--- src/rtl/posit_result_arbiter.sv ---
// Round-robin merge of posit unit results onto one registered channel; 1-cycle latency.
// Grants only when the output register is empty or draining; a stalled output withholds all unit readies.
package posit_pkg;
   typedef struct packed {
      logic nv;
      logic dz;
      logic of;
      logic uf;
      logic nx;
   } status_t;
endpackage

module posit_result_arbiter #(
   parameter  int WIDTH     = 32,
   parameter  int NUM_UNITS = 3,
   localparam int TAG_W     = $clog2(NUM_UNITS)
) (
   input  logic                                   clk_i,
   input  logic                                   rst_ni,
   input  logic [NUM_UNITS-1:0][WIDTH-1:0]        unit_result_i,
   input  posit_pkg::status_t [NUM_UNITS-1:0]     unit_status_i,
   input  logic [NUM_UNITS-1:0]                   unit_valid_i,
   output logic [NUM_UNITS-1:0]                   unit_ready_o,
   input  logic                                   flush_i,
   output logic [WIDTH-1:0]                       result_o,
   output posit_pkg::status_t                     status_o,
   output logic [TAG_W-1:0]                       tag_o,
   output logic                                   out_valid_o,
   input  logic                                   out_ready_i,
   output logic                                   busy_o
);

   logic [WIDTH-1:0]   result_q;
   posit_pkg::status_t status_q;
   logic [TAG_W-1:0]   tag_q;
   logic               valid_q;
   logic [TAG_W-1:0]   rr_q;

   logic               can_accept;
   logic               gnt_vld;
   logic [TAG_W-1:0]   gnt_idx;
   logic [TAG_W-1:0]   rr_nxt;
   logic [TAG_W:0]     probe;
   logic               xfer;

   assign can_accept = !valid_q || out_ready_i;
   assign xfer       = gnt_vld && can_accept && !flush_i;

   // Scan from the farthest offset down so the closest valid unit to rr_q wins.
   always_comb begin
      gnt_vld = 1'b0;
      gnt_idx = '0;
      probe   = '0;
      for (int k = NUM_UNITS - 1; k >= 0; k--) begin
         probe = {1'b0, rr_q} + (TAG_W+1)'(k);
         if (probe >= (TAG_W+1)'(NUM_UNITS)) begin
            probe = probe - (TAG_W+1)'(NUM_UNITS);
         end
         if (unit_valid_i[probe[TAG_W-1:0]]) begin
            gnt_vld = 1'b1;
            gnt_idx = probe[TAG_W-1:0];
         end
      end
   end

   assign rr_nxt = (gnt_idx == TAG_W'(NUM_UNITS - 1)) ? '0 : gnt_idx + TAG_W'(1);

   always_comb begin
      unit_ready_o = '0;
      if (xfer) begin
         unit_ready_o[gnt_idx] = 1'b1;
      end
   end

   always_ff @(posedge clk_i or negedge rst_ni) begin
      if (!rst_ni) begin
         result_q <= '0;
         status_q <= '0;
         tag_q    <= '0;
         valid_q  <= 1'b0;
         rr_q     <= '0;
      end else if (flush_i) begin
         valid_q  <= 1'b0;
      end else if (xfer) begin
         result_q <= unit_result_i[gnt_idx];
         status_q <= unit_status_i[gnt_idx];
         tag_q    <= gnt_idx;
         valid_q  <= 1'b1;
         rr_q     <= rr_nxt;
      end else if (valid_q && out_ready_i) begin
         valid_q  <= 1'b0;
      end
   end

   assign result_o    = result_q;
   assign status_o    = status_q;
   assign tag_o       = tag_q;
   assign out_valid_o = valid_q;
   assign busy_o      = valid_q || (|unit_valid_i);

endmodule

--- config.mk ---
export PLATFORM = sky130hd
export DESIGN_NAME = posit_result_arbiter
export DESIGN_NICKNAME = d
export VERILOG_FILES = /design/src/rtl/posit_result_arbiter.sv
export SDC_FILE = /design/constraint.sdc
export NUM_CORES = 1
export LEC_CHECK = 0
export ABC_AREA = 1
export CAP_MARGIN = 0
export CORE_UTILIZATION = 39
export DETAILED_ROUTE_END_ITERATION = 8
export PLACE_DENSITY_LB_ADDON = 0.2
export SLEW_MARGIN = 20
export SYNTH_ARGS = -nofsm -noshare
export SYNTH_HDL_FRONTEND = slang
export SYNTH_SLANG_ARGS = --single-unit
--- constraint.sdc ---
create_clock -name clk_i -period 2.3 [get_ports clk_i]
set_input_delay 0.23 -clock clk_i [delete_from_list [all_inputs] [get_ports clk_i]]
set_output_delay 0.23 -clock clk_i [all_outputs]
set_load 0.02 [all_outputs]
==> impl_metrics.env <==
export IMPL_status="complete, no violations"
export IMPL_worst_r2r_cell_count=13
export IMPL_drive_above_1_share=0.109
export IMPL_dp_final_hpwl_um=6810
export IMPL_yosys_warnings=0
export IMPL_worstPathArrival_ns=1.99
export IMPL_skew_ns=0.00424
export IMPL_fin_util=0.693
export IMPL_grt_pass1_wl_um=14500
export IMPL_drv_slew=0
export IMPL_num_vias=3426
export IMPL_clkSlewWorstSetupHoldPaths_ns=0.08
export IMPL_grtUsageTotal=0.240
export IMPL_hold_ws_ns=0.0904
export IMPL_start_util=0.412
export IMPL_min_period_ns=2.22
export IMPL_end_kind="primary output"
export IMPL_cp_max_fo=5
export IMPL_grt_pass1_vias=3151
export IMPL_relSlewSlack=0.354
export IMPL_cp_common_cell="inv_2"
export IMPL_io_pin_count=162
export IMPL_cts_tree="done"
export IMPL_path_class="reg -> out"
export IMPL_die_area_um2=7690
export IMPL_final_cell_mix="clkdlybuf4s50_1, inv_1, nand3_1"
export IMPL_p_leak_nw=2.37
export IMPL_synth_distinct_cells=21
export IMPL_hold_viol=0
export IMPL_grt_util_met3=0.0801
export IMPL_fin_crit_sh=0.967
export IMPL_postRouteAntennaNets=0
export IMPL_fin_setup_tns_ns=0
export IMPL_drtIter0Drc=129
export IMPL_drc=0
export IMPL_met2_usage=0.432
export IMPL_worst_pin_slew_ns=0.968
export IMPL_path_cells="inv_2, ha_4, inv_2, nand2_1, nand3_2, nand2_2, nand4_1, nand2_2, nor2_4, inv_2, nor2_1, buf_4"
export IMPL_ctsLongestPathBuffers=2
export IMPL_netlist_area_um2=2860
export IMPL_cts_inserted_buffers=5
export IMPL_insertion_delay_ns=0.29
export IMPL_hold_path_class="in -> async"
export IMPL_cellPowerDensity_nw_per_um2=1400
export IMPL_first_pass_iters=4
export IMPL_core_um2=6940
export IMPL_vias_per_cell=4.90
export IMPL_fp_dieH_um=87.7
export IMPL_clockRootBuffer="clkbuf_8"
export IMPL_postCtsHoldBufs=0
export IMPL_crit_required_ns=2.07
export IMPL_fmax_mhz=449
export IMPL_ir_drop_v=0.000765
export IMPL_setup_viol=0
export IMPL_area_delta_synth_final_pct=68.1
export IMPL_cp_start_kind="register"
export IMPL_grt_overflow=0
export IMPL_htreeDepth=2
export IMPL_grt_max_degree=43
export IMPL_clkSinkCount=42
export IMPL_grt_setup_unrepaired="yes"
export IMPL_rows=30
export IMPL_max_cap_violations=0
export IMPL_syn_nets=554
export IMPL_seq_area_frac_synth=0.367
export IMPL_wl_per_cell_um=13.5
export IMPL_synth_cells=432
export IMPL_synth_seq_cells=42
export IMPL_top_usage_layer="met2"
export IMPL_antenna_cells=0
export IMPL_r2r_end="result_o[0]"
export IMPL_syn_area_per_cell_um2=6.63
export IMPL_final_common_cell="clkdlybuf4s50_1"
export IMPL_nets=725
export IMPL_antenna_found_initial=0
export IMPL_drt_total_wl_um=9460
export IMPL_max_stage_delay_ns=0.40
export IMPL_use_met1=0.270
export IMPL_finalWeightedCongestion=0.811
export IMPL_io_buffer_count=161
export IMPL_rrSetupSlack_ns=0.14
export IMPL_die_x_um=87.7
export IMPL_reg2reg_from="rr_q[0]"
export IMPL_crit_slowest_cell="dfrtp_1"
-- worst max-delay path by stage --
stage / from / cells after the start / endpoint
2_1_floorplan: rr_q[0] / 13 / unit_ready_o[2]
3_3_place_gp: rr_q[0] / 12 / unit_ready_o[0]
3_5_place_dp: rr_q[0] / 12 / unit_ready_o[0]
4_1_cts: rr_q[1] / 12 / unit_ready_o[2]
5_1_grt: rr_q[0] / 12 / unit_ready_o[0]
6_report: rr_q[0] / 12 / unit_ready_o[1]
-- metrics by stage --
step | setup slack, ns | power (W) | area, µm² | std cells
final | 0.0752 | 0.00675 | 4810 | 699
after global routing | -0.0376 | 0.00732 | 4810 | 699
after CTS | -0.00673 | 0.00656 | 4690 | 694
after detailed placement | -0.221 | 0.00609 | 4610 | 687
after global placement | -0.105 | 0.00601 | 4610 | 687
after floorplan | 0.0989 | 0.00440 | 2860 | 432
-- synth_stat cells (all sizes together) --
cell type / n / share of area
o211ai: 1 / 0.0026
nand3: 79 / 0.14
nand4: 1 / 0.0022
nor2: 51 / 0.067
nor3: 1 / 0.0017
o22ai: 2 / 0.0044
o21ai: 3 / 0.0052
a22oi: 1 / 0.0026
a21oi: 74 / 0.13
ha: 4 / 0.017
inv: 89 / 0.12
dfrtp: 42 / 0.37
buf: 25 / 0.057
nand2: 59 / 0.087
-- logic make-up after synthesis --
family | synth area share
adder cells (fa/ha/maj) | 0.0175
buffers and inverters | 0.174
AO/OA/AOI/OAI | 0.144
AND/OR/NAND/NOR | 0.298
flip-flops | 0.367
-- area by class of cell --
cell class	instances	area (µm²)
Fill cell	617	2130
Timing Repair Buffer	189	1840
Multi-Input combinational cell	276	1390
Sequential cell	42	1050
Inverter	89	337
Tap cell	96	120
Clock buffer	7	76.3
-- sequential cells by signal, indices dropped and copies added (netlist names) --
register	flops
out_valid_o	1
status_o	5
result_o	32
tag_o	2
rr_q	2
-- worst max-delay path, delay by kind of cell (launching register included) --
family | cells | cell delay [ns]
DFF | 1 | 0.40
adders and majority gates | 1 | 0.29
buffers and inverters | 4 | 0.34
and+or+nand+nor | 7 | 0.66
-- per-layer routing --
metal  part of all wire  up-vias
li1                   -     1700
met1               0.40     1556
met2               0.49      152
met3              0.096       18
met4              0.020        0
met5                  0        -
-- power breakdown --
group          internal, W  switching, W
sequential         0.00111      0.000201
clock             0.000209      0.000241
combinational      0.00210       0.00289
total              0.00342       0.00333
-- timing repair --
item	in CTS	in global routing
pin swaps	1	9
setup buffers	0	5
setup endpoints to repair	38	41
gates resized for setup	19	24
Note: power is estimated with default switching activity, not from simulation.
